==> config.mk <==
export PLATFORM = sky130hd
export DESIGN_NAME = itu656_ycrcb_unpack_flat
export DESIGN_NICKNAME = d
export VERILOG_FILES = /design/src/rtl/itu656_ycrcb_unpack_pkg.sv /design/src/rtl/itu656_ycrcb_unpack_if.sv /design/src/rtl/itu656_timing_detect.sv /design/src/rtl/itu656_ycrcb_unpack.sv /design/src/flat_wrapper.sv
export SDC_FILE = /design/constraint.sdc
export NUM_CORES = 1
export LEC_CHECK = 0
export BUFFER_PORTS_ARGS = -buffer_cell sky130_fd_sc_hd__buf_2
export CAP_MARGIN = 20
export CORE_ASPECT_RATIO = 1.25
export CORE_MARGIN = 2
export CORE_UTILIZATION = 45
export CTS_CLUSTER_DIAMETER = 60
export DETAILED_ROUTE_END_ITERATION = 12
export GPL_TIMING_DRIVEN = 1
export HOLD_SLACK_MARGIN = 0.1
export PLACE_DENSITY_LB_ADDON = 0.08
export SYNTH_ARGS = -nofsm -noshare
export SYNTH_HDL_FRONTEND = slang
export SYNTH_SLANG_ARGS = --single-unit
==> constraint.sdc <==
create_clock -name clock -period 4.94 [get_ports clock]
set_input_delay 0 -clock clock [delete_from_list [all_inputs] [get_ports clock]]
set_output_delay 0 -clock clock [all_outputs]
set_load 0.01 [all_outputs]
==> src/rtl/itu656_ycrcb_unpack_pkg.sv <==
// Shared constants and types for the BT.656 unpacker: preamble bytes,
// XY bit positions, byte-phase and FSM encodings, and the protection helper.
package itu656_ycrcb_unpack_pkg;

  localparam logic [7:0] PREAMBLE_FF = 8'hFF;
  localparam logic [7:0] PREAMBLE_00 = 8'h00;

  localparam int XY_F = 6;
  localparam int XY_V = 5;
  localparam int XY_H = 4;

  typedef enum logic [1:0] {
    PH_CB = 2'd0,
    PH_Y0 = 2'd1,
    PH_CR = 2'd2,
    PH_Y1 = 2'd3
  } phase_t;

  typedef enum logic {
    ST_SEARCH = 1'b0,
    ST_ACTIVE = 1'b1
  } state_t;

  // Protection nibble a well-formed XY byte must carry for a given F/V/H.
  function automatic logic [3:0] expected_prot(input logic f, input logic v, input logic h);
    return {v ^ h, f ^ h, f ^ v, f ^ v ^ h};
  endfunction

endpackage

==> src/rtl/itu656_ycrcb_unpack_if.sv <==
// Byte-stream in / 4:4:4 pixel bus out. The master side is the decoder plus
// the frame-buffer writer; the slave side is the unpacker itself.
interface itu656_ycrcb_unpack_if #(
  parameter int X_WIDTH = 10,
  parameter int Y_WIDTH = 9
) ();

  logic [7:0]         data_in;
  logic               data_valid;
  logic [7:0]         y;
  logic [7:0]         cb;
  logic [7:0]         cr;
  logic               pixel_valid;
  logic               line_start;
  logic               frame_start;
  logic               field;
  logic [X_WIDTH-1:0] pixel_x;
  logic [Y_WIDTH-1:0] line_y;
  logic               code_error;

  modport master (
    output data_in, data_valid,
    input  y, cb, cr, pixel_valid, line_start, frame_start, field,
           pixel_x, line_y, code_error
  );

  modport slave (
    input  data_in, data_valid,
    output y, cb, cr, pixel_valid, line_start, frame_start, field,
           pixel_x, line_y, code_error
  );

endinterface

==> src/rtl/itu656_timing_detect.sv <==
// Spots FF 00 00 XY timing codes in the accepted byte stream. The code flags
// are combinational on the XY byte so the parent can act on it in the same
// cycle; only the preamble progress is registered.
module itu656_timing_detect
  import itu656_ycrcb_unpack_pkg::*;
(
  input  logic       clock,
  input  logic       reset,
  input  logic [7:0] data_in,
  input  logic       data_valid,
  output logic       code_valid,
  output logic       f,
  output logic       v,
  output logic       h,
  output logic       prot_ok,
  output logic       ff_seen
);

  logic [1:0] match_cnt;
  logic       is_ff;

  // Decode the current byte against the preamble progress.
  always_comb begin
    is_ff      = (data_in == PREAMBLE_FF);
    ff_seen    = data_valid && is_ff;
    code_valid = data_valid && (match_cnt == 2'd3) && !is_ff;
    f          = data_in[XY_F];
    v          = data_in[XY_V];
    h          = data_in[XY_H];
    prot_ok    = (data_in[3:0] == expected_prot(data_in[XY_F], data_in[XY_V], data_in[XY_H]));
  end

  // Track how much of FF 00 00 has been matched; any FF restarts the preamble.
  always_ff @(posedge clock) begin
    if (reset) begin
      match_cnt <= 2'd0;
    end else if (data_valid) begin
      if (is_ff)
        match_cnt <= 2'd1;
      else if ((match_cnt == 2'd1 || match_cnt == 2'd2) && data_in == PREAMBLE_00)
        match_cnt <= match_cnt + 2'd1;
      else
        match_cnt <= 2'd0;
    end
  end

endmodule

==> src/rtl/itu656_ycrcb_unpack.sv <==
// BT.656 byte stream to 4:4:4 pixels with coordinates and frame/line markers.
// Chroma from each Cb Y0 Cr Y1 group is shared by both luma samples.
module itu656_ycrcb_unpack
  import itu656_ycrcb_unpack_pkg::*;
#(
  parameter int CHECK_PROT = 1,
  parameter int MAX_PIXELS = 720,
  parameter int X_WIDTH    = 10,
  parameter int Y_WIDTH    = 9
) (
  input  logic                  clock,
  input  logic                  reset,
  itu656_ycrcb_unpack_if.slave  bus
);

  localparam logic              CHECK_EN = (CHECK_PROT != 0);
  localparam logic [X_WIDTH:0]  MAX_X    = (X_WIDTH + 1)'(MAX_PIXELS);

  logic code_valid, xy_f, xy_v, xy_h, prot_ok, ff_seen;

  itu656_timing_detect u_detect (
    .clock      (clock),
    .reset      (reset),
    .data_in    (bus.data_in),
    .data_valid (bus.data_valid),
    .code_valid (code_valid),
    .f          (xy_f),
    .v          (xy_v),
    .h          (xy_h),
    .prot_ok    (prot_ok),
    .ff_seen    (ff_seen)
  );

  state_t             state;
  phase_t             phase;
  logic [7:0]         cb_hold;
  logic [7:0]         y0_hold;
  logic [7:0]         cr_hold;
  logic [X_WIDTH-1:0] x_count;
  logic               seen_vblank;
  logic               frame_pending;
  logic               line_has_pixel;

  logic [7:0]         y_r;
  logic [7:0]         cb_r;
  logic [7:0]         cr_r;
  logic               pv_r;
  logic               ls_r;
  logic               fs_r;
  logic               field_r;
  logic [X_WIDTH-1:0] px_r;
  logic [Y_WIDTH-1:0] ly_r;
  logic               cerr_r;

  logic               code_bad;
  logic               is_data;
  logic               room;
  logic               emit_now;
  logic [7:0]         emit_y;
  logic [7:0]         emit_cr;

  // Classify the accepted byte and work out whether it completes a pixel.
  always_comb begin
    code_bad = code_valid && CHECK_EN && !prot_ok;
    is_data  = bus.data_valid && !code_valid && !ff_seen && (state == ST_ACTIVE);
    room     = ({1'b0, x_count} < MAX_X);
    emit_now = is_data && room && (phase == PH_CR || phase == PH_Y1);
    emit_y   = (phase == PH_CR) ? y0_hold : bus.data_in;
    emit_cr  = (phase == PH_CR) ? bus.data_in : cr_hold;
  end

  // Line FSM, byte-phase tracking, counters and registered pixel outputs.
  always_ff @(posedge clock) begin
    if (reset) begin
      state          <= ST_SEARCH;
      phase          <= PH_CB;
      cb_hold        <= '0;
      y0_hold        <= '0;
      cr_hold        <= '0;
      x_count        <= '0;
      seen_vblank    <= 1'b1;
      frame_pending  <= 1'b0;
      line_has_pixel <= 1'b0;
      y_r            <= '0;
      cb_r           <= '0;
      cr_r           <= '0;
      pv_r           <= 1'b0;
      ls_r           <= 1'b0;
      fs_r           <= 1'b0;
      field_r        <= 1'b0;
      px_r           <= '0;
      ly_r           <= '0;
      cerr_r         <= 1'b0;
    end else begin
      pv_r   <= 1'b0;
      ls_r   <= 1'b0;
      fs_r   <= 1'b0;
      cerr_r <= 1'b0;
      if (bus.data_valid) begin
        if (code_valid) begin
          if (code_bad) begin
            cerr_r <= 1'b1;
          end else if (!xy_h) begin
            if (!xy_v) begin
              state          <= ST_ACTIVE;
              phase          <= PH_CB;
              x_count        <= '0;
              line_has_pixel <= 1'b0;
              field_r        <= xy_f;
              frame_pending  <= seen_vblank && !xy_f;
              seen_vblank    <= 1'b0;
              if (seen_vblank)
                ly_r <= '0;
            end else begin
              state       <= ST_SEARCH;
              seen_vblank <= 1'b1;
            end
          end else begin
            state          <= ST_SEARCH;
            line_has_pixel <= 1'b0;
            if (line_has_pixel)
              ly_r <= ly_r + 1'b1;
          end
        end else if (ff_seen) begin
          state <= ST_SEARCH;
        end else if (state == ST_ACTIVE) begin
          phase <= phase_t'(phase + 2'd1);
          case (phase)
            PH_CB:   cb_hold <= bus.data_in;
            PH_Y0:   y0_hold <= bus.data_in;
            PH_CR:   cr_hold <= bus.data_in;
            default: ;
          endcase
          if (emit_now) begin
            y_r            <= emit_y;
            cb_r           <= cb_hold;
            cr_r           <= emit_cr;
            pv_r           <= 1'b1;
            px_r           <= x_count;
            ls_r           <= (x_count == '0);
            fs_r           <= frame_pending && (x_count == '0);
            frame_pending  <= 1'b0;
            x_count        <= x_count + 1'b1;
            line_has_pixel <= 1'b1;
          end
        end
      end
    end
  end

  assign bus.y           = y_r;
  assign bus.cb          = cb_r;
  assign bus.cr          = cr_r;
  assign bus.pixel_valid = pv_r;
  assign bus.line_start  = ls_r;
  assign bus.frame_start = fs_r;
  assign bus.field       = field_r;
  assign bus.pixel_x     = px_r;
  assign bus.line_y      = ly_r;
  assign bus.code_error  = cerr_r;

endmodule

==> src/flat_wrapper.sv <==
// flat-port wrapper written by rule: the top's interface ports become plain ports
module itu656_ycrcb_unpack_flat import itu656_ycrcb_unpack_pkg::*;
#(
  parameter int CHECK_PROT = 1,
  parameter int MAX_PIXELS = 720,
  parameter int X_WIDTH    = 10,
  parameter int Y_WIDTH    = 9
)
  (clock, reset, bus_data_in, bus_data_valid, bus_y, bus_cb, bus_cr, bus_pixel_valid, bus_line_start, bus_frame_start, bus_field, bus_pixel_x, bus_line_y, bus_code_error);
  itu656_ycrcb_unpack_if #(.X_WIDTH(X_WIDTH), .Y_WIDTH(Y_WIDTH)) bus_i ();
  input  logic clock;
  input  logic reset;
  input wire logic [$bits(bus_i.data_in)-1:0] bus_data_in;
  input wire logic [$bits(bus_i.data_valid)-1:0] bus_data_valid;
  output wire logic [$bits(bus_i.y)-1:0] bus_y;
  output wire logic [$bits(bus_i.cb)-1:0] bus_cb;
  output wire logic [$bits(bus_i.cr)-1:0] bus_cr;
  output wire logic [$bits(bus_i.pixel_valid)-1:0] bus_pixel_valid;
  output wire logic [$bits(bus_i.line_start)-1:0] bus_line_start;
  output wire logic [$bits(bus_i.frame_start)-1:0] bus_frame_start;
  output wire logic [$bits(bus_i.field)-1:0] bus_field;
  output wire logic [$bits(bus_i.pixel_x)-1:0] bus_pixel_x;
  output wire logic [$bits(bus_i.line_y)-1:0] bus_line_y;
  output wire logic [$bits(bus_i.code_error)-1:0] bus_code_error;
  assign bus_i.data_in = bus_data_in;
  assign bus_i.data_valid = bus_data_valid;
  assign bus_y = bus_i.y;
  assign bus_cb = bus_i.cb;
  assign bus_cr = bus_i.cr;
  assign bus_pixel_valid = bus_i.pixel_valid;
  assign bus_line_start = bus_i.line_start;
  assign bus_frame_start = bus_i.frame_start;
  assign bus_field = bus_i.field;
  assign bus_pixel_x = bus_i.pixel_x;
  assign bus_line_y = bus_i.line_y;
  assign bus_code_error = bus_i.code_error;
  itu656_ycrcb_unpack #(.CHECK_PROT(CHECK_PROT), .MAX_PIXELS(MAX_PIXELS), .X_WIDTH(X_WIDTH), .Y_WIDTH(Y_WIDTH)) u_core (.clock(clock), .reset(reset), .bus(bus_i));
endmodule
## After elaboration in Yosys (flattened, before gate mapping)

Cells that the tools add are included.

- Flip-flop bits (word level): 90
- Word-level logic and storage cells: 135
- Input port bits: 11
- Output and inout port bits: 48

- Bitwise operators: 12
- $add $sub $neg: 4
- $lt $le $gt $ge: 1
- Reduce and logical (&&, ||, !) cells: 40
- Muxes and demuxes: 43
- Equality and inequality tests: 15

Operators with widths:

| operator | number |
|---|---|
| 10-bit two-way mux | 7 |
| 9-bit two-way mux | 4 |
| 1-bit two-way mux | 22 |
| 5-bit AND reduction | 4 |
| 6-bit AND reduction | 3 |
| 2-bit two-way mux | 8 |
| 8-bit two-way mux | 2 |
| 1-bit logical AND | 12 |
| 10-bit by 1-bit adder with 10-bit output, second input constant | 1 |
| 10-bit logical NOT | 1 |
| 10-bit < comparator, second input constant | 1 |
| 9-bit by 1-bit adder with 9-bit output, second input constant | 1 |
| 2-bit == test, second input constant | 4 |
| 8-bit == test, second input constant | 1 |
| 8-bit logical NOT | 1 |
| 2-bit != test, second input constant | 4 |
| 1-bit NOT | 8 |
| 4-bit AND reduction | 2 |
| 2-bit nonzero test | 4 |
| 7-bit AND reduction | 1 |
| 6-bit OR reduction | 1 |
| 1-bit logical NOT | 5 |
| 5-bit OR reduction | 1 |
| 2-bit by 1-bit adder with 2-bit output, second input constant | 2 |
| other kinds (9) | 15 |

## Depth between registers and ports, before layout

Gate-level depths: netlist of run 1.

- Depth in word-level cells: 13
- Depth in mapped cells: 10
- Gate-level depth less buffers: 8

## By module

Synthesis of run 1 repeated with hierarchy kept, for this count alone.

- Cells, all modules: 457
- Area, all modules: 4095.2 µm²

By module, submodules not included:

| module | seq. area each (µm²) | cells an instance | area an instance (µm²) | times used |
|---|---|---|---|---|
| itu656_ycrcb_unpack | 1761.7 | 424 | 3804.9 | 1 |
| itu656_timing_detect | 40.0 | 33 | 290.3 | 1 |

## Worst setup path after synthesis of run 1

No wires, ideal clock.

- Path type: input-to-reg
- Start point: input bus_data_in[4]
- End point: register u_core.ly_r[0] (netlist: u_core.bus.line_y[0])
- Path buffers: 3
- Setup time: 136 ps
- Stages: 10
- Arrival time: 2093 ps
- Path slack: 2711 ps
- Required time: 4804 ps
- Cell sequence: buf_6 -> clkbuf_1 -> inv_1 -> ha_1 -> xnor2_1 -> o21ai_1 -> or3_4 -> buf_6 -> o41ai_4 -> nor2_1

- Word-level cells in the longest chain between the ends: 6
- Elaborated cells between the ends (all ways): 15
- Classes of those cells: eq/ne (4); mux (1); bitwise (4); reduce/logical (6)

Ends and longest elaborated chain:

| element | line | source |
|---|---|---|
| start, declared | flat_wrapper.sv:13 | `input wire logic [$bits(bus_i.data_in)-1:0] bus_data_in;` |
| 8-bit == test or 1-bit XOR (tied branches) | itu656_timing_detect.sv:24, itu656_ycrcb_unpack_pkg.sv:26 |  |
| 1-bit logical NOT or 4-bit == test (tied branches) | itu656_timing_detect.sv:26, itu656_timing_detect.sv:30 |  |
| 1-bit logical AND or 1-bit logical NOT (tied branches) | itu656_timing_detect.sv:26, itu656_ycrcb_unpack.sv:64 |  |
| 1-bit logical AND | itu656_ycrcb_unpack.sv:64 | `code_bad = code_valid && CHECK_EN && !prot_ok;` |
| 1-bit NOT (no source line) | - |  |
| 6-bit AND reduction (no source line) | - |  |
| end signal, assigned | itu656_ycrcb_unpack.sv:122 | `ly_r <= ly_r + 1'b1;` |
| end, declared | itu656_ycrcb_unpack.sv:52 | `logic [Y_WIDTH-1:0] ly_r;` |

Parallel ways exist; a longest one is shown, timed or not.
A chain may end at the register's enable or synchronous reset.

## Worst setup path in the final report of run 1

- Start point: input bus_data_in[4]
- End point: register u_core.y_r[3] (netlist: u_core.bus.y[3])

- Word-level cells in the longest chain between the ends: 10
- Elaborated cells between the ends (all ways): 14
- Classes of those cells: eq/ne (1); bitwise (2); reduce/logical (11)

Ends and longest elaborated chain:

| element | line | source |
|---|---|---|
| 8-bit == test (*) | itu656_timing_detect.sv:24 | `is_ff = (data_in == PREAMBLE_FF);` |
| 1-bit logical NOT | itu656_timing_detect.sv:26 | `code_valid = data_valid && (match_cnt == 2'd3) && !is_ff;` |
| 1-bit logical AND | itu656_timing_detect.sv:26 |  |
| 1-bit logical NOT | itu656_ycrcb_unpack.sv:65 | `is_data = bus.data_valid && !code_valid && !ff_seen && (state == ST_ACTIVE);` |
| 1-bit logical AND (3 in series) | itu656_ycrcb_unpack.sv:65 |  |
| 1-bit logical AND (2 in series) | itu656_ycrcb_unpack.sv:67 | `emit_now = is_data && room && (phase == PH_CR \|\| phase == PH_Y1);` |
| 5-bit AND reduction (no source line) (*) | - |  |
| end signal, assigned | itu656_ycrcb_unpack.sv:135 | `y_r <= emit_y;` |
| end, declared | itu656_ycrcb_unpack.sv:44 | `logic [7:0] y_r;` |

Every way passes the cells marked *; elsewhere a longest branch is shown, timed or not.

==> results of run 1 <==
[synthesized netlist by cell type, types with 2 or more instances]
cell type / instances / area, um^2
sky130_fd_sc_hd__o21ai_1: 3 / 15.0
sky130_fd_sc_hd__nand2_1: 72 / 270
sky130_fd_sc_hd__nor4b_1: 4 / 35.0
sky130_fd_sc_hd__nand3_1: 31 / 155
sky130_fd_sc_hd__clkbuf_1: 26 / 97.6
sky130_fd_sc_hd__a21oi_1: 49 / 245
sky130_fd_sc_hd__and3_1: 6 / 37.5
sky130_fd_sc_hd__nor2_1: 44 / 165
sky130_fd_sc_hd__nor4_1: 6 / 37.5
sky130_fd_sc_hd__nand2b_1: 3 / 18.8
sky130_fd_sc_hd__inv_1: 10 / 37.5
sky130_fd_sc_hd__and2_1: 2 / 12.5
sky130_fd_sc_hd__dfxtp_1: 90 / 1800
sky130_fd_sc_hd__buf_2: 5 / 25.0
sky130_fd_sc_hd__o211a_1: 3 / 30.0
sky130_fd_sc_hd__a31oi_1: 2 / 12.5
sky130_fd_sc_hd__o21ai_0: 8 / 40.0
sky130_fd_sc_hd__a211oi_1: 19 / 143
sky130_fd_sc_hd__xnor2_1: 10 / 87.6
sky130_fd_sc_hd__and4_1: 2 / 17.5
sky130_fd_sc_hd__a311oi_1: 2 / 17.5
sky130_fd_sc_hd__nand4_1: 10 / 62.6
sky130_fd_sc_hd__mux2i_1: 18 / 180
sky130_fd_sc_hd__buf_6: 4 / 45.0
sky130_fd_sc_hd__xor2_1: 3 / 26.3
sky130_fd_sc_hd__or3_1: 3 / 18.8
sky130_fd_sc_hd__nor3_1: 10 / 50.1
sky130_fd_sc_hd__ha_1: 11 / 138
sky130_fd_sc_hd__nand3b_1: 2 / 15.0
sky130_fd_sc_hd__o31ai_1: 3 / 22.5
sky130_fd_sc_hd__buf_1: 2 / 7.51
[how the worst min path moves through the flow]
stage                                               to  slack (ps)  cells past startpoint
after floorplan                 u_core.bus.pixel_valid          80                      1
after global placement    u_core.u_detect.match_cnt[0]         350                      3
after detailed placement  u_core.u_detect.match_cnt[0]         370                      3
after CTS                             u_core.bus.field         290                      3
after global routing             u_core.bus.pixel_x[7]         340                      3
final                                 u_core.bus.field         290                      3
[report_power, final]
part	internal [mW]	total (mW)	switching (mW)	leakage (nW)
logic	0.0195	0.0663	0.0468	0.862
registers	0.725	0.725	0.000293	0.725
clock network	0.300	0.559	0.258	0.111
total	1.04	1.35	0.305	1.70
[layer usage]
layer | GRT usage | vias up | wire length (um)
li1 | - | 1782 | -
met1 | 0.263 | 1625 | 4350
met2 | 0.328 | 66 | 4470
met3 | 0.0383 | 5 | 337
met4 | 0.0758 | 0 | 95
met5 | 0 | - | 0
[worst reg2reg max path: cells and delay by family (launching register included)]
kind | cells | cell delay [ps]
AO/OA/AOI/OAI | 3 | 1010
adder cells (fa/ha/maj) | 1 | 270
buffers and inverters | 2 | 770
flip-flops | 1 | 330
AND/OR/NAND/NOR | 2 | 280
[cell families (layout without fill, tap and decap cells)]
kind of cell | after synthesis | count (layout)
xor+xnor | 13 | 13
fa+ha+maj | 11 | 11
simple gates | 199 | 199
compound gates | 101 | 101
flops | 90 | 90
mux | 18 | 18
buf+inv | 47 | 99
[sequential cells by signal (all words and copies together), names as in the netlist, 8 cells and up]
signal,flops
u_core.bus.cb,8
u_core.bus.cr,8
u_core.bus.line_y,9
u_core.bus.pixel_x,10
u_core.bus.y,8
u_core.cb_hold,8
u_core.cr_hold,8
u_core.x_count,10
u_core.y0_hold,8
[final cells by class]
cell class,count,share of cell area
inverters,10,0.00806
repair buffers,73,0.0909
clock buffers,12,0.0312
clock inverters,4,0.0159
multi-input cells,342,0.435
flip-flops and latches,90,0.387
well taps,120,0.0323
==> results.rst, run 1 <==
.. list-table::
   :header-rows: 1

   * - Metric
     - Value
   * - Remaining global-route overflow
     - 0
   * - Average size of a mapped cell
     - 8.42 um^2
   * - Routed Antenna Nets
     - 0
   * - Slowest cell delay on critical path
     - 580 ps
   * - Via count of the first global-routing pass
     - 3271
   * - Port buffer count
     - 58
   * - Main combinational cell family by area after synthesis
     - simple AND/OR/NAND/NOR gates
   * - Number of failing setup endpoints in the final timing report
     - 0
   * - Type of the most critical hold path
     - in2reg
   * - Depth of the worst register-to-register path
     - 8
   * - H-tree depth
     - 3
   * - Worst slew pin tran
     - 766 ps
   * - Iter 0 DRT Violations
     - 201
   * - Worst R2R Setup Slack
     - 2200 ps
   * - Area added between synthesis and finish
     - 15.4%
   * - Critical-path maximum fanout
     - 39
   * - Global Route Usage Sum
     - 0.202
   * - Max Cap Viol
     - 0
   * - Post-cts sizing count
     - 0
   * - Leakage power total
     - 1.70 nW
   * - DRC violations left
     - 0
   * - Root Driver
     - sky130_fd_sc_hd__clkbuf_8
   * - Layout filler cell count
     - 888
   * - Count of different cell masters after synthesis
     - 47
   * - Starting Density
     - 0.463
   * - Hold buffer count at cts
     - 9
   * - Crit share post-route
     - 0.570
   * - Count of standard-cell rows
     - 38
   * - Vertical die dimension
     - 110 um
   * - CP Data Required Time
     - 5220 ps
   * - Post-route cell area
     - 4650 um^2
   * - Shortest period the worst path allows
     - 2810 ps
   * - Last element of the critical path
     - u_core.bus.y[3]
   * - Cell at the slowest stage of the critical path
     - sky130_fd_sc_hd__o211a_2
   * - Total Die Area
     - 9740 um^2
   * - Final setup skew
     - 5.19 ps
   * - Cell count after placement
     - 625
   * - Clock tree sinks
     - 90
   * - Worst vdd rail ir drop
     - 163 uV
   * - Width of the chip
     - 88.7 um
   * - Vias
     - 3478
   * - Final hold violation count
     - 0
   * - Critical Path Start Type
     - primary input
   * - Parity-gate share of the synthesized area counting xor and xnor cells
     - 0.0282
   * - Post-synth EDFFs
     - 0
   * - Area taken by multi-input logic gates
     - 2020 um^2
   * - Timing-limited maximum frequency
     - 0.355 GHz
   * - Summed instance area of the synthesized netlist
     - 4030 um^2
   * - Instance count on the critical path
     - 10
   * - Critical register-to-register path endpoint
     - u_core.bus.y[3]
   * - Cell-by-cell listing of the critical path
     - dlygate4sd3_1, buf_2, ha_1, and4_1, a211oi_2, buf_4, o211a_2, buf_4, nor2_1, a211oi_1
   * - Final instance count without filler cells
     - 651
   * - Number of buffers added by the clock tree synthesis step
     - 9
   * - Share of synthesized area occupied by flip-flops and latches
     - 0.447
   * - Sequential Area
     - 1800 um^2
   * - Total core area
     - 8700 um^2
   * - Power after layout
     - 1.35 mW
   * - Clock-pin slew of the registers on the worst-case setup and hold paths
     - 80 ps
   * - Number of post-CTS setup repair buffers
     - 0
   * - Antenna violations before repair
     - 0
   * - Worst Setup Slack, final
     - 2130 ps
   * - Top flip-flop cell by instance count after synthesis
     - sky130_fd_sc_hd__dfxtp_1
   * - Utilization after layout
     - 0.535
   * - Commonest cells after routing, fill and taps aside
     - 90 x sky130_fd_sc_hd__dfxtp_1, 72 x sky130_fd_sc_hd__nand2_1, 58 x sky130_fd_sc_hd__buf_2, 49 x sky130_fd_sc_hd__a21oi_1, 44 x sky130_fd_sc_hd__nor2_1
   * - Kind of critical path
     - in2reg
   * - Run status
     - finished, final reports clean
   * - Half-perimeter wire length after placement
     - 6.09 mm
   * - Count of TritonRoute iterations in the first routing pass
     - 4
   * - Area of placed instances
     - 4340 um^2
   * - Top-level I/O count
     - 59
   * - RSZ-0062 raised after global routing
     - false
   * - Wire length after detailed routing
     - 9.26 mm
   * - Synth Area in Simple Gates
     - 0.231
   * - Most common cell after layout, fill and taps aside
     - sky130_fd_sc_hd__dfxtp_1
   * - Origin of the critical flop-to-flop path
     - u_core.u_detect.match_cnt[0]
   * - Tightest hold margin
     - 294 ps
   * - Fraction of synthesized area in multiplexers
     - 0.0447
   * - CTS max path bufs
     - 2
   * - Share of synthesized flip-flops with an asynchronous set or reset
     - 0
   * - Headroom to the max-slew limit
     - 0.489
   * - Number of instances in the synthesized netlist
     - 479
   * - Worst hold path startpoint
     - reset
   * - Most frequent cell on the critical path
     - sky130_fd_sc_hd__buf_4
   * - Mean routed wirelength per cell
     - 14.2 um
   * - Fraction of final layout cells sized beyond drive strength 1
     - 0.164
   * - Final weighted congestion in routability-driven placement
     - 0.781
   * - Source-to-sink clock delay at the later pin of the worst-skew pair
     - 370 ps
   * - NumNets Final
     - 548
   * - Warnings from Yosys
     - 0
   * - Worst setup slack before clock tree synthesis
     - 2250 ps
   * - Post-Syn Nets
     - 501
   * - Power density normalized to cell area
     - 290 nW/um^2
   * - Endpoint kind of the worst setup timing path
     - register
   * - Synthesized-area fraction occupied by adder cells
     - 0.0341
   * - Via-per-instance ratio
     - 5.34
   * - Clock tree from TritonCTS
     - done
   * - Beginning of the critical path
     - bus_data_in[4]
   * - Pin count of the biggest net entering global routing
     - 75
   * - Fraction of the mapped netlist area in compound gates
     - 0.162
   * - Antenna cells
     - 0
   * - Family with the most delay on the worst path
     - buffers and inverters
   * - Arrival time reported for the critical path endpoint
     - 3090 ps
   * - Total negative slack
     - 0 ps
   * - Wire length of the first global-routing pass
     - 15.5 mm
   * - #FFs+latches synth
     - 90
   * - Number of pins exceeding their max-slew limit in the final report
     - 0
   * - Buffers & Inverters on Critical Path
     - 4
No activity file was read; power rests on OpenSTA's default activity.
==> inputs of run 2 (changes only) <==
- clock period: 4.94 -> 2.8 ns (I/O delays scaled with it)
==> run 2 against run 1 <==
Net effect:
- clock power rose by 91%
- clock skew rose by 0.92 ps
- non-clock buffer count did not move
- highest routed layer unchanged
- critical path type unchanged
- largest cell class unchanged
==> results.rst, run 2 (synthesis results as in run 1) <==
.. list-table::
   :header-rows: 1

   * - Metric
     - Value
   * - Kind of critical path
     - in2reg
   * - Remaining global-route overflow
     - 0
   * - Iter 0 DRT Violations
     - 172
   * - Area of placed instances
     - 4360 um^2
   * - Mean routed wirelength per cell
     - 14.1 um
   * - Clock tree sinks
     - 90
   * - Cell at the slowest stage of the critical path
     - sky130_fd_sc_hd__o41ai_4
   * - Cell-by-cell listing of the critical path
     - dlygate4sd3_1, buf_2, inv_1, ha_1, xnor2_1, o21ai_1, or3_4, o41ai_4, nor2_1
   * - Total negative slack
     - 0 ps
   * - Run status
     - finished, final reports clean
   * - Antenna violations before repair
     - 0
   * - Global Route Usage Sum
     - 0.196
   * - Area added between synthesis and finish
     - 16.3%
   * - Hold buffer count at cts
     - 9
   * - Type of the most critical hold path
     - in2reg
   * - Width of the chip
     - 88.7 um
   * - Commonest cells after routing, fill and taps aside
     - 90 x sky130_fd_sc_hd__dfxtp_1, 72 x sky130_fd_sc_hd__nand2_1, 58 x sky130_fd_sc_hd__buf_2, 49 x sky130_fd_sc_hd__a21oi_1, 44 x sky130_fd_sc_hd__nor2_1
   * - Shortest period the worst path allows
     - 2590 ps
   * - Post-route cell area
     - 4690 um^2
   * - Number of pins exceeding their max-slew limit in the final report
     - 0
   * - Crit share post-route
     - 0.925
   * - Final hold violation count
     - 0
   * - Wire length of the first global-routing pass
     - 14.9 mm
   * - Total core area
     - 8700 um^2
   * - Antenna cells
     - 0
   * - Clock-pin slew of the registers on the worst-case setup and hold paths
     - 80 ps
   * - DRC violations left
     - 0
   * - Final setup skew
     - 6.11 ps
   * - Final weighted congestion in routability-driven placement
     - 0.789
   * - Fraction of final layout cells sized beyond drive strength 1
     - 0.164
   * - Leakage power total
     - 1.71 nW
   * - Source-to-sink clock delay at the later pin of the worst-skew pair
     - 360 ps
   * - Power density normalized to cell area
     - 525 nW/um^2
   * - Number of failing setup endpoints in the final timing report
     - 0
   * - Clock tree from TritonCTS
     - done
   * - Total Die Area
     - 9740 um^2
   * - Via count of the first global-routing pass
     - 3116
   * - Timing-limited maximum frequency
     - 0.386 GHz
   * - Family with the most delay on the worst path
     - buffers and inverters
   * - Wire length after detailed routing
     - 9.14 mm
   * - Pin count of the biggest net entering global routing
     - 41
   * - Worst vdd rail ir drop
     - 290 uV
   * - CP Data Required Time
     - 3020 ps
   * - Arrival time reported for the critical path endpoint
     - 2810 ps
   * - Via-per-instance ratio
     - 5.35
   * - NumNets Final
     - 548
   * - Starting Density
     - 0.463
   * - Count of TritonRoute iterations in the first routing pass
     - 4
   * - Buffers & Inverters on Critical Path
     - 3
   * - Critical-path maximum fanout
     - 19
   * - H-tree depth
     - 3
   * - Headroom to the max-slew limit
     - 0.534
   * - Count of standard-cell rows
     - 38
   * - Vias
     - 3480
   * - Number of buffers added by the clock tree synthesis step
     - 9
   * - Post-cts sizing count
     - 0
   * - Worst slew pin tran
     - 698 ps
   * - Port buffer count
     - 58
   * - CTS max path bufs
     - 2
   * - Vertical die dimension
     - 110 um
   * - Root Driver
     - sky130_fd_sc_hd__clkbuf_8
   * - Endpoint kind of the worst setup timing path
     - register
   * - RSZ-0062 raised after global routing
     - false
   * - Routed Antenna Nets
     - 0
   * - Slowest cell delay on critical path
     - 630 ps
   * - Half-perimeter wire length after placement
     - 6.09 mm
   * - Critical Path Start Type
     - primary input
   * - Top-level I/O count
     - 59
   * - Most common cell after layout, fill and taps aside
     - sky130_fd_sc_hd__dfxtp_1
   * - Number of post-CTS setup repair buffers
     - 0
   * - Max Cap Viol
     - 0
-- run 2: cell types whose count changed in the layout (fill, tap and decap cells not counted), sizes merged --
cell | previous run | this run
clkbuf | 13 | 11
buf | 63 | 64
bufinv | 2 | 3
clkinv | 1 | 0
-- run 2: power breakdown --
| group | leakage, nW | switching [mW] | internal (mW) |
|---|---|---|---|
| clock | 0.120 | 0.451 | 0.616 |
| sequential | 0.725 | 0.000485 | 1.28 |
| combinational | 0.866 | 0.0829 | 0.0344 |
| total | 1.71 | 0.535 | 1.93 |
-- run 2: through the flow --
stage / total power [mW] / hold WS, ps / std cells / worst slack [ps] / util
after floorplan: 1.39 / 80.0 / 479 / 571 / -
after global placement: 1.42 / 349 / 626 / 440 / 0.501
after detailed placement: 1.42 / 362 / 626 / 395 / 0.501
after CTS: 2.49 / 166 / 650 / 247 / 0.539
after global routing: 2.57 / 213 / 650 / 16.5 / 0.539
final: 2.46 / 173 / 650 / 210 / 0.539
-- run 2: cell type report --
cell class / count / area, um^2
Clock buffer: 11 / 141
Multi-Input combinational cell: 342 / 2020
Inverter: 10 / 37.5
Tap cell: 120 / 150
Clock inverter: 4 / 98.8
Timing Repair Buffer: 73 / 438
Fill cell: 871 / 4010
Sequential cell: 90 / 1800
-- run 2: final timing paths --
check | start | endpoint | slack [ps] | cells after the start
hold / removal | reset | u_core.bus.field | 170 | 2
setup / recovery | bus_data_in[4] | u_core.bus.line_y[1] | 210 | 9
setup reg to reg | u_core.u_detect.match_cnt[0] | u_core.bus.y[6] | 600 | 7
hold reg to reg | u_core.cb_hold[3] | u_core.bus.cb[3] | 450 | 2
-- run 2: metal layers --
metal,track usage,wire (um),vias up
met4,0.0877,86,0
li1,-,-,1783
met1,0.260,4380,1624
met5,0,0,-
met3,0.0390,349,4
met2,0.307,4320,69
==> inputs of run 3 (changes only) <==
- CTS_BUF_LIST: unset -> sky130_fd_sc_hd__clkbuf_2
==> run 3 against run 2 <==
Net effect:
- non-clock buffer count rose by 3
- power fell by 9.9%
- worst setup slack improved by 64 ps
- first-iteration DRC count fell by 17%
- cell count rose by 0.46%
- critical endpoint is now u_core.cr_hold[7]
- highest routed layer unchanged
==> results.rst, run 3 (synthesis results as in run 1) <==
.. list-table::
   :header-rows: 1

   * - Metric
     - Value
   * - Run status
     - finished, final reports clean
   * - Starting Density
     - 0.463
   * - Routed Antenna Nets
     - 0
   * - Arrival time reported for the critical path endpoint
     - 3020 ps
   * - Kind of critical path
     - reg2reg
   * - Cell-by-cell listing of the critical path
     - ha_1, nand2b_1, a211oi_2, buf_4, nand2_1, nand2_1, a21oi_1, dlygate4sd3_1
   * - Number of failing setup endpoints in the final timing report
     - 0
   * - RSZ-0062 raised after global routing
     - false
   * - Critical Path Start Type
     - register
   * - Area added between synthesis and finish
     - 14.9%
   * - Antenna violations before repair
     - 0
   * - Hold buffer count at cts
     - 12
   * - Commonest cells after routing, fill and taps aside
     - 90 x sky130_fd_sc_hd__dfxtp_1, 72 x sky130_fd_sc_hd__nand2_1, 58 x sky130_fd_sc_hd__buf_2, 49 x sky130_fd_sc_hd__a21oi_1, 44 x sky130_fd_sc_hd__nor2_1
   * - H-tree depth
     - 3
   * - Via-per-instance ratio
     - 5.34
   * - Timing-limited maximum frequency
     - 0.396 GHz
   * - Critical-path maximum fanout
     - 31
   * - Headroom to the max-slew limit
     - 0.547
   * - Total core area
     - 8700 um^2
   * - Fraction of final layout cells sized beyond drive strength 1
     - 0.163
   * - Wire length of the first global-routing pass
     - 15.0 mm
   * - Shortest period the worst path allows
     - 2530 ps
   * - Utilization after layout
     - 0.532
   * - Power density normalized to cell area
     - 479 nW/um^2
   * - CP Data Required Time
     - 3290 ps
   * - Clock tree from TritonCTS
     - done
   * - Final hold violation count
     - 0
   * - Net switching power of the design
     - 0.516 mW
   * - Clock tree sinks
     - 90
   * - Vertical die dimension
     - 110 um
   * - Root Driver
     - sky130_fd_sc_hd__clkbuf_2
   * - NumNets Final
     - 551
   * - Total Die Area
     - 9740 um^2
   * - Top-level I/O count
     - 59
   * - Count of TritonRoute iterations in the first routing pass
     - 4
   * - Remaining global-route overflow
     - 0
   * - Wire length after detailed routing
     - 9.16 mm
   * - Number of pins exceeding their max-slew limit in the final report
     - 0
   * - Sequential share of power
     - 0.579
   * - Total negative slack
     - 0 ps
   * - Cell at the slowest stage of the critical path
     - sky130_fd_sc_hd__dlygate4sd3_1
   * - Pin count of the biggest net entering global routing
     - 41
   * - Half-perimeter wire length after placement
     - 6.09 mm
   * - Port buffer count
     - 58
   * - Tightest hold margin
     - 320 ps
   * - Slowest cell delay on critical path
     - 590 ps
   * - Antenna cells
     - 0
   * - Final instance count without filler cells
     - 653
   * - Clock-pin slew of the registers on the worst-case setup and hold paths
     - 240 ps
   * - Most frequent cell on the critical path
     - sky130_fd_sc_hd__nand2_1
   * - Via count of the first global-routing pass
     - 3141
   * - Worst vdd rail ir drop
     - 243 uV
   * - Number of post-CTS setup repair buffers
     - 0
   * - Worst slew pin tran
     - 679 ps
   * - Power after layout
     - 2.22 mW
   * - Final setup skew
     - 24.8 ps
   * - Vias
     - 3490
   * - Endpoint kind of the worst setup timing path
     - register
   * - Fraction of power spent switching nets
     - 0.232
   * - Most common cell after layout, fill and taps aside
     - sky130_fd_sc_hd__dfxtp_1
   * - Final weighted congestion in routability-driven placement
     - 0.789
   * - Portion of total power attributed to combinational logic
     - 0.053
   * - Mean routed wirelength per cell
     - 14.0 um
   * - Cell count after placement
     - 626
   * - Leakage power total
     - 1.70 nW
   * - Clock network fraction of total power
     - 0.368
   * - DRC violations left
     - 0
   * - Post-cts sizing count
     - 0
   * - CTS max path bufs
     - 2
   * - Layout filler cell count
     - 887
   * - Number of buffers added by the clock tree synthesis step
     - 9
   * - Source-to-sink clock delay at the later pin of the worst-skew pair
     - 560 ps
   * - Type of the most critical hold path
     - in2reg
   * - Width of the chip
     - 88.7 um
   * - Max Cap Viol
     - 0
   * - Global Route Usage Sum
     - 0.196
   * - Power Internal
     - 1.71 mW
   * - Crit share post-route
     - 0.902
   * - Iter 0 DRT Violations
     - 143
   * - Count of standard-cell rows
     - 38
==> run 3: power by group through the flow <==
stage | sequential (mW) | clock [mW] | combinational (mW)
6_report | 1.29 | 0.817 | 0.119
5_1_grt | 1.29 | 0.900 | 0.131
4_1_cts | 1.29 | 0.843 | 0.119
3_5_place_dp | 1.31 | 0 | 0.107
3_3_place_gp | 1.31 | 0 | 0.106
2_1_floorplan | 1.31 | 0 | 0.0824
==> run 3: path summary, 6_finish.rpt <==
check | to | cells after the start | slack [ps] | start
min | u_core.y0_hold[7] | 4 | 320 | bus_data_in[7]
min reg2reg | u_core.bus.cb[3] | 2 | 450 | u_core.cb_hold[3]
max reg2reg | u_core.cr_hold[7] | 8 | 270 | u_core.u_detect.match_cnt[0]
max | u_core.cr_hold[7] | 8 | 270 | u_core.u_detect.match_cnt[0]
==> run 3: worst max-delay path, delay by kind of cell (launching register included) <==
family                   cells  cell delay [ps]
buffers and inverters        2              930
AO/OA/AOI/OAI                2              300
flip-flops                   1              370
adder cells (fa/ha/maj)      1              260
AND/OR/NAND/NOR              3              580
==> run 3: metrics by stage <==
stage / setup slack [ps] / cell area (um^2)
after floorplan: 571 / 4030
after global placement: 440 / 4360
after detailed placement: 395 / 4360
after CTS: 266 / 4630
after global routing: 73.8 / 4630
final: 274 / 4630
==> run 3: layer usage <==
metal / wire length [um] / share of wire / GRT usage / up-vias
met5: 0 / 0 / 0 / -
met4: 204 / 0.022 / 0.0974 / 0
met1: 4300 / 0.47 / 0.261 / 1605
met3: 331 / 0.036 / 0.0278 / 14
li1: - / - / - / 1792
met2: 4320 / 0.47 / 0.310 / 79
==> run 3: layout make-up <==
cell class | instances | area [um^2] | area share
clock buffer | 10 | 50.0 | 0.0108
clock inverter | 5 | 103 | 0.0221
inverter | 10 | 37.5 | 0.00810
multi-input combinational | 342 | 2020 | 0.437
sequential | 90 | 1800 | 0.389
tap | 120 | 150 | 0.0324
timing repair buffer | 76 | 468 | 0.101
